$ cat src/rtl/ble_pkg.sv
// Shared types and default timing constants for the BLE link supervisor.
package ble_pkg;

  typedef enum logic [1:0] {
    DISARMED = 2'd0,
    ARMING   = 2'd1,
    ARMED    = 2'd2,
    FAILSAFE = 2'd3
  } sup_state_t;

  localparam int DEF_TIMEOUT_CYCLES = 25_000_000;
  localparam int DEF_SLEW_DIV       = 100_000;
  localparam int DEF_SLEW_STEP      = 1;
  localparam int DEF_ARM_COUNT      = 3;

endpackage

$ cat src/rtl/ble_slew_limiter.sv
// Rate-limits an 8-bit unsigned setpoint toward its target by at most SLEW_STEP per tick.
// One-cycle registered update; output clears to 0 whenever en is low; no backpressure.
module ble_slew_limiter import ble_pkg::*; #(
  parameter int SLEW_STEP = DEF_SLEW_STEP
) (
  input  logic       clk,
  input  logic       rst,
  input  logic       en,
  input  logic       tick,
  input  logic [7:0] target,
  output logic [7:0] cmd
);

  // A step wider than the byte range can never be taken in full.
  localparam logic [7:0] STEP8 = (SLEW_STEP > 255) ? 8'd255 : 8'(SLEW_STEP);

  logic [7:0] up;
  logic [7:0] dn;

  assign up = target - cmd;
  assign dn = cmd - target;

  always_ff @(posedge clk or posedge rst) begin
    if (rst) begin
      cmd <= '0;
    end else if (!en) begin
      cmd <= '0;
    end else if (tick) begin
      if (target > cmd) begin
        cmd <= (up > STEP8) ? cmd + STEP8 : target;
      end else if (cmd > target) begin
        cmd <= (dn > STEP8) ? cmd - STEP8 : target;
      end
    end
  end

endmodule

$ cat src/rtl/ble_link_supervisor.sv
// Arming/failsafe supervisor for BLE command packets: gain latching, link timeout, slewed setpoints.
// All outputs registered, one cycle after the packet strobe; no backpressure, packets always accepted.
module ble_link_supervisor import ble_pkg::*; #(
  parameter int TIMEOUT_CYCLES = DEF_TIMEOUT_CYCLES,
  parameter int SLEW_DIV       = DEF_SLEW_DIV,
  parameter int SLEW_STEP      = DEF_SLEW_STEP,
  parameter int ARM_COUNT      = DEF_ARM_COUNT
) (
  input  logic       clk,
  input  logic       rst,
  input  logic       vector_valid,
  input  logic [7:0] initialize_mpu_motor,
  input  logic [7:0] initialize_mpu,
  input  logic [7:0] ble_set_pitch,
  input  logic [7:0] ble_set_yaw,
  input  logic [7:0] ble_pitch_kP,
  input  logic [7:0] ble_pitch_kI,
  input  logic [7:0] ble_pitch_kD,
  input  logic [7:0] ble_yaw_kP,
  input  logic [7:0] ble_yaw_kI,
  input  logic [7:0] ble_yaw_kD,
  output logic [7:0] pitch_kP,
  output logic [7:0] pitch_kI,
  output logic [7:0] pitch_kD,
  output logic [7:0] yaw_kP,
  output logic [7:0] yaw_kI,
  output logic [7:0] yaw_kD,
  output logic [7:0] set_pitch_cmd,
  output logic [7:0] set_yaw_cmd,
  output logic       motor_enable,
  output logic       mpu_init_pulse,
  output logic       link_ok,
  output logic [1:0] sup_state
);

  localparam int              TW      = $clog2(TIMEOUT_CYCLES + 1);
  localparam int              DW      = (SLEW_DIV > 1) ? $clog2(SLEW_DIV) : 1;
  localparam logic [TW-1:0]   TMAX    = TW'(TIMEOUT_CYCLES);
  localparam logic [DW-1:0]   DMAX    = DW'(SLEW_DIV - 1);
  localparam logic [7:0]      ARM_MAX = 8'(ARM_COUNT);

  sup_state_t    state, state_n;
  logic [TW-1:0] tcnt, tcnt_n;
  logic [DW-1:0] div;
  logic [7:0]    arm_cnt, arm_cnt_n;
  logic [7:0]    pitch_tgt, yaw_tgt;
  logic          seen, prev_init, tick, timeout, qual, armed_n;
  logic          unused_init_bits;

  assign unused_init_bits = ^initialize_mpu[7:1];

  assign qual    = vector_valid && (initialize_mpu_motor != 8'd0) &&
                   (ble_set_pitch == 8'd0) && (ble_set_yaw == 8'd0);
  assign tcnt_n  = vector_valid ? '0 : ((tcnt == TMAX) ? tcnt : tcnt + 1'b1);
  // Timeout is judged on the counter value being written, so a packet on that edge always wins.
  assign timeout = (tcnt_n == TMAX);
  assign tick    = (div == DMAX);
  assign armed_n = (state_n == ARMED);
  assign sup_state = state;

  always_comb begin
    state_n   = state;
    arm_cnt_n = arm_cnt;
    if (timeout && (state == ARMING || state == ARMED)) begin
      state_n   = FAILSAFE;
      arm_cnt_n = '0;
    end else if (vector_valid) begin
      case (state)
        DISARMED: if (qual) begin
          arm_cnt_n = 8'd1;
          state_n   = (ARM_MAX <= 8'd1) ? ARMED : ARMING;
        end
        ARMING: if (qual) begin
          arm_cnt_n = arm_cnt + 8'd1;
          if (arm_cnt_n >= ARM_MAX) state_n = ARMED;
        end else begin
          arm_cnt_n = '0;
          state_n   = DISARMED;
        end
        ARMED: if (initialize_mpu_motor == 8'd0) begin
          arm_cnt_n = '0;
          state_n   = DISARMED;
        end
        FAILSAFE: if (initialize_mpu_motor == 8'd0) state_n = DISARMED;
        default: state_n = DISARMED;
      endcase
    end
  end

  always_ff @(posedge clk or posedge rst) begin
    if (rst) begin
      state          <= DISARMED;
      arm_cnt        <= '0;
      tcnt           <= '0;
      div            <= '0;
      seen           <= 1'b0;
      prev_init      <= 1'b0;
      link_ok        <= 1'b0;
      motor_enable   <= 1'b0;
      mpu_init_pulse <= 1'b0;
      pitch_tgt      <= '0;
      yaw_tgt        <= '0;
      pitch_kP       <= '0;
      pitch_kI       <= '0;
      pitch_kD       <= '0;
      yaw_kP         <= '0;
      yaw_kI         <= '0;
      yaw_kD         <= '0;
    end else begin
      state          <= state_n;
      arm_cnt        <= arm_cnt_n;
      tcnt           <= tcnt_n;
      div            <= tick ? '0 : div + 1'b1;
      link_ok        <= (seen || vector_valid) && (tcnt_n < TMAX);
      motor_enable   <= armed_n;
      mpu_init_pulse <= vector_valid && initialize_mpu[0] && !prev_init;
      if (vector_valid) begin
        seen      <= 1'b1;
        prev_init <= initialize_mpu[0];
      end
      if (vector_valid && state != FAILSAFE) begin
        pitch_kP <= ble_pitch_kP;
        pitch_kI <= ble_pitch_kI;
        pitch_kD <= ble_pitch_kD;
        yaw_kP   <= ble_yaw_kP;
        yaw_kI   <= ble_yaw_kI;
        yaw_kD   <= ble_yaw_kD;
      end
      if (!armed_n) begin
        pitch_tgt <= '0;
        yaw_tgt   <= '0;
      end else if (vector_valid && state == ARMED) begin
        pitch_tgt <= ble_set_pitch;
        yaw_tgt   <= ble_set_yaw;
      end
    end
  end

  // Limiters see the pre-update target, and are cleared as soon as ARMED is left.
  ble_slew_limiter #(.SLEW_STEP(SLEW_STEP)) u_pitch_slew (
    .clk(clk), .rst(rst), .en(armed_n), .tick(tick), .target(pitch_tgt), .cmd(set_pitch_cmd)
  );

  ble_slew_limiter #(.SLEW_STEP(SLEW_STEP)) u_yaw_slew (
    .clk(clk), .rst(rst), .en(armed_n), .tick(tick), .target(yaw_tgt), .cmd(set_yaw_cmd)
  );

endmodule

$ cat config.mk
export PLATFORM = sky130hd
export DESIGN_NAME = ble_link_supervisor
export DESIGN_NICKNAME = d
export VERILOG_FILES = /design/src/rtl/ble_pkg.sv /design/src/rtl/ble_slew_limiter.sv /design/src/rtl/ble_link_supervisor.sv
export SDC_FILE = /design/constraint.sdc
export NUM_CORES = 1
export LEC_CHECK = 0
export CORE_ASPECT_RATIO = 0.6
export CORE_UTILIZATION = 39
export CTS_BUF_LIST = sky130_fd_sc_hd__clkbuf_4 sky130_fd_sc_hd__clkbuf_8
export DETAILED_ROUTE_END_ITERATION = 6
export HOLD_SLACK_MARGIN = 0.05
export PLACE_DENSITY_LB_ADDON = 0.25
export SYNTH_ARGS = -nofsm -noshare
export SYNTH_HDL_FRONTEND = slang
export SYNTH_SLANG_ARGS = --single-unit
$ cat constraint.sdc
create_clock -name clk -period 12.4 [get_ports clk]
set_input_delay 1.86 -clock clk [delete_from_list [all_inputs] [get_ports clk]]
set_output_delay 1.86 -clock clk [all_outputs]
set_load 0.01 [all_outputs]
Word-level counts from Yosys, hierarchy flattened:

Cells that the tools add are included.
W data, S select, Z words.

* equal/unequal tests: 14
* mux-type cells: 32
* add/sub/neg operators: 11
* order comparisons: 10
* reduce and logical (&&, ||, !) cells: 23

Operators with widths (number)
* $mux W8: 21
* $eq A25 B25 Y1 const B: 2
* $mux W25: 2
* $gt A8 B1 Y1 const B: 4
* $gt A8 B8 Y1: 4
* $sub A8 B8 Y8: 4
* $add A25 B1 Y25 const B: 1
* $lt A25 B25 Y1 const B: 1
* $add A8 B1 Y8 const B: 3
* $logic_not A8 Y1: 3
* $pmux W8 S3: 1
* $add A17 B1 Y17 const B: 1
* $eq A17 B17 Y1 const B: 1
* $mux W17: 1
* $sub A8 B1 Y8 const B: 2
* $mux W2: 6
* $logic_and A1 B1 Y1: 9
* $ne A3 B1 Y1 const B: 3
* $ge A8 B2 Y1 const B: 1
* $reduce_bool A8 Y1: 1
* $eq A2 B2 Y1 const B: 3
* $pmux W2 S3: 1
* $ne A2 B2 Y1 const B: 2
* $reduce_and A2 Y1: 2
* 10 further kinds: 11

* register bits: 137
* bits of input ports: 83
* output and inout bits: 69
* word-level logic and storage cells: 109

Depth between registers and ports, before layout:

* depth in word-level cells: 11
* mapped depth: 13
* depth with buffers taken out: 11

By module:

From an unflattened synthesis, not the netlist that was laid out.

* cell total of the unflattened synthesis: 922
* area total of the unflattened synthesis: 8848.5 sq um

By module, submodules not included
* ble_link_supervisor: times used 1, seq. area each 3027.9 sq um, cells an instance 536, area each 5818.1 sq um
* ble_slew_limiter: times used 2, seq. area each 200.2 sq um, cells an instance 193, area each 1515.2 sq um

Worst setup path after synthesis:

No wires, ideal clock.

* kind: in2reg
* start point: input vector_valid
* end point: register yaw_kD[0]
* setup slack: 8.360 ns
* arrival time: 3.916 ns
* required time: 12.275 ns
* path buffers: 5
* library setup time: 0.125 ns
* stages: 7
* cells stage by stage: clkbuf_1 > clkbuf_1 > clkbuf_1 > nor2b_1 > buf_1 > buf_1 > mux2_2

* word-level cells in the longest chain between the ends: 1

Ends and longest elaborated chain
* start, declared: RTL line ble_link_supervisor.sv:11 `input logic vector_valid,`
* $logic_and A1 B1 Y1: RTL line ble_link_supervisor.sv:121 `if (vector_valid && state != FAILSAFE) begin`
* end signal, assigned: RTL line ble_link_supervisor.sv:127 `yaw_kD <= ble_yaw_kD;`
* end, declared: RTL line ble_link_supervisor.sv:27 `output logic [7:0] yaw_kD,`

No other way between the ends.
A chain may end at the register's enable or synchronous reset.

Worst setup path after layout:

* start point: input vector_valid
* end point: register u_pitch_slew.cmd[2]

* word-level cells in the longest chain between the ends: 10
* elaborated cells on any way between the ends: 16
* classes of those cells: 4 x eq/ne; 7 x mux; 5 x reduce/logical

Ends and longest elaborated chain
* $logic_and A1 B1 Y1 (2 in series): RTL line ble_link_supervisor.sv:52 `assign qual = vector_valid && (initialize_mpu_motor != 8'd0) &&`
* $logic_and A1 B1 Y1: RTL line ble_link_supervisor.sv:53 `(ble_set_pitch == 8'd0) && (ble_set_yaw == 8'd0);`
* $mux W2 (on tied branches): RTL line ble_link_supervisor.sv:73, ble_link_supervisor.sv:69
* $pmux W2 S3: RTL line ble_link_supervisor.sv:68 `case (state)`
* $mux W2: RTL line ble_link_supervisor.sv:67 `end else if (vector_valid) begin`
* $mux W2 *: RTL line ble_link_supervisor.sv:64 `if (timeout && (state == ARMING || state == ARMED)) begin`
* $eq A2 B2 Y1 *: RTL line ble_link_supervisor.sv:58 `assign armed_n = (state_n == ARMED);`
* $ne A3 B1 Y1 (no line) or $ne A2 B2 Y1 (tied branches)
* $reduce_and A2 Y1 (no line)
* end signal, assigned: RTL line ble_slew_limiter.sv:30 `cmd <= (up > STEP8) ? cmd + STEP8 : target;`
* end signal, assigned: RTL line ble_slew_limiter.sv:32 `cmd <= (dn > STEP8) ? cmd - STEP8 : target;`
* end, declared: RTL line ble_slew_limiter.sv:11 `output logic [7:0] cmd`

Mark *: on every way between the ends. The rest lies on a longest branch, timed or not.

==> qor.yml <==
status: "completed"
rows: 42
cts_root_buf: "clkbuf_8"
die-area_um2: 23300
path_class: "in -> reg"
postCtsResizedCells: 0
avgViaCountPerCell: 5.53
p_leak_uw: 0.00434
antenna_found_initial: 0
cts_buffers: 17
synth_top_area_share: 0.387
synth_cells: 943
cp_num_buf_inv: 2
core-area_um2: 22100
async_flop_share: 1.00
post_cts_buffers: 0
syn-num-nets: 1075
clk_latency_ps: 470
grt_pass1_wl_um: 38700
p_per_area_nw_per_um2: 91.6
first_global_vias: 7406
max_freq_mhz: 216
hold_class: "reg -> reg"
grt_setup_unrepaired: "false"
yosysTopAreaCell: "dfrtp_1"
track_usage: 0.209
ys.flop_type: "dfrtp_1"
area_growth_pct: 24.2
required_ps: 12730
fillers: 2103
tightestPinTransition_ps: 1200
yosysUniqueCellTypes: 80
htreeDepth: 4
drt_iter0_drc: 498
syn_area_um2: 8850
drive_gt1_frac: 0.102
drc: 0
die_w_um: 196
avgRoutedWirePerCell_um: 17.0
clk_pin_slew_ps: 90
max_slew_margin: 0.195
pin_count: 152
cp_top_family: "simple AND/OR/NAND/NOR gates"
cp.arrival_ps: 4960
dp_hpwl_um: 17500
gp_congestion: 0.933
cts_buffer_depth: 2
max_stage_delay_ps: 520
drtPass1Iterations: 5
cpMaxStageDelayCell: "nor3b_1"
maxSlewViolCount: 0
fin_nets: 1203
vias: 7699
grt_max_degree: 72
finalCritPeriodShare: 0.373
synth_edf_count: 0
hold_viol: 0
peakVddDrop_uv: 92.9
syn_area_per_cell_um2: 9.39
cts_tree: "yes"
ys_warn_count: 0
die_h_um: 119
portBuffers: 144
start_util: 0.400
drtAntennaViolNets: 0
multi_input_area_um2: 5010
clkSinkCount: 137
ys_seq_area_frac: 0.387
diodes: 0
cp_cell_sequence: "clkdlybuf4s50_1, buf_4, nor4b_1, nand3_1, nor3b_1, nand2_1, o22ai_1, a22oi_1, nand3b_4, a2111oi_0"
period_minus_slack_ps: 4630
ctsHoldBuffers: 0
synth_area_leaders: "dfrtp_1 39%, mux2_2 6.9%, ha_1 6.4%, nand2_1 3.5%, a21oi_1 3.4%"
cap_viol_max_count: 0
wl_um: 23600
gr-total-overflow: 0
setup_viol: 0
critPathMaxFanout: 45
critPathLaunchType: "primary input"
synth.ff_latch_count: 137
setup_ws_ps: 7770
regArea_um2: 3430
dp_slack_ps: 7270
final.setup.tns_ps: 0
end_kind: "flip-flop"
clock_skew_ps: 20.3
-- cells in the mapped netlist (5+ instances only) --
| cell type | instances |
|---|---|
| clkbuf_1 | 26 |
| a221oi_1 | 5 |
| a211o_1 | 5 |
| o211ai_1 | 10 |
| buf_1 | 6 |
| ha_1 | 45 |
| nand4_1 | 19 |
| or4_1 | 5 |
| nor4_1 | 12 |
| and2_1 | 8 |
| a211oi_1 | 7 |
| a32oi_1 | 6 |
| dfrtp_1 | 137 |
| nor3_1 | 20 |
| mux2_2 | 54 |
| and4_1 | 9 |
| o41ai_1 | 6 |
| a21oi_1 | 60 |
| inv_1 | 64 |
| nand3_1 | 41 |
| o31ai_1 | 14 |
| or3_1 | 18 |
| mux2i_1 | 7 |
| a2111oi_0 | 6 |
| nand2b_1 | 6 |
| nor2b_1 | 24 |
| nand2_1 | 82 |
| and3_1 | 5 |
| buf_4 | 5 |
| xnor2_1 | 28 |
| xor2_1 | 16 |
| o2111ai_1 | 5 |
| nor2_1 | 53 |
| o21a_1 | 10 |
| o21ai_0 | 35 |
-- placed cells by master, fill, tap and decap left out, drive strengths merged, types with 17 or more instances in the layout --
cell           instances
a21oi                 60
clkbuf                17
clkdlybuf4s50        144
dfrtp                137
ha                    45
inv                   73
mux2                  54
nand2                 82
nand3                 41
nand4                 21
nor2                  53
nor2b                 24
nor3                  20
o21ai                 36
or3                   18
xnor2                 28
-- metal layers --
layer | GRT usage | part of all wire
met1 | 0.312 | 0.49
met2 | 0.282 | 0.39
met3 | 0.0753 | 0.10
met4 | 0.0503 | 0.011
met5 | 0 | 0
-- flip-flops by register name, summed over array words and instances (netlist names) --
| register | flops |
|---|---|
| arm_cnt | 8 |
| sup_state | 2 |
| mpu_init_pulse | 1 |
| pitch_kI | 8 |
| yaw_tgt | 8 |
| link_ok | 1 |
| pitch_tgt | 8 |
| prev_init | 1 |
| yaw_kD | 8 |
| pitch_kP | 8 |
| div | 17 |
| seen | 1 |
| u_yaw_slew.cmd | 8 |
| u_pitch_slew.cmd | 8 |
| yaw_kP | 8 |
| motor_enable | 1 |
| pitch_kD | 8 |
| yaw_kI | 8 |
| tcnt | 25 |
-- cell families (layout without fill, tap and decap cells) --
logic type / after synthesis / count (layout) / share of synthesized area
AND/OR/NAND/NOR: 323 / 323 / 0.193
multiplexers: 61 / 61 / 0.0766
adder cells (fa/ha/maj): 49 / 49 / 0.0727
AO/OA/AOI/OAI: 224 / 224 / 0.179
buffers and inverters: 105 / 246 / 0.0478
XOR/XNOR: 44 / 44 / 0.0435
flip-flops: 137 / 137 / 0.387
-- worst register-to-register path, cell delays in order, from the launching register on --
cell and delay, ps:
dfrtp_1 560, inv_1 210, ha_1 510, a21oi_1 210, o21ai_0 130, or3_1 380
a2111oi_1 1080, mux2i_1 400, o2111ai_1 300, a21oi_1 100
-- where the power goes --
group	switching [µW]	internal (µW)
clock	207	208
combinational	45.8	67.7
sequential	13.2	465
-- area by class of cell --
type                            instances  share of cell area
Multi-Input combinational cell        701               0.456
Sequential cell                       137               0.312
Timing Repair Buffer                  149               0.135
Tap cell                              308              0.0351
Inverter                               65              0.0227
Clock buffer                           17              0.0213
Clock inverter                         15              0.0188
-- final timing paths --
| path | slack, ps | end | startpoint | cells after the start |
|---|---|---|---|---|
| min | 430 | mpu_init_pulse | prev_init | 1 |
| min in group asynchronous | 1850 | tcnt[13] | rst | 2 |
| min reg2reg | 430 | mpu_init_pulse | prev_init | 1 |
| max reg2reg | 8380 | u_yaw_slew.cmd[6] | u_yaw_slew.cmd[4] | 9 |
| max in group asynchronous | 9260 | pitch_kD[3] | rst | 3 |
| max | 7770 | u_pitch_slew.cmd[2] | vector_valid | 10 |
-- metrics by stage --
stage	cells	hold slack, ps	power, µW	util	instance area (µm²)
after floorplan	943	402	530	-	8850
after global placement	1360	409	599	0.477	10600
after detailed placement	1360	412	601	0.477	10600
after CTS	1392	426	1020	0.497	11000
after global routing	1392	451	1050	0.497	11000
final	1392	425	1010	0.497	11000
No activity file was read; power rests on OpenSTA's default activity.
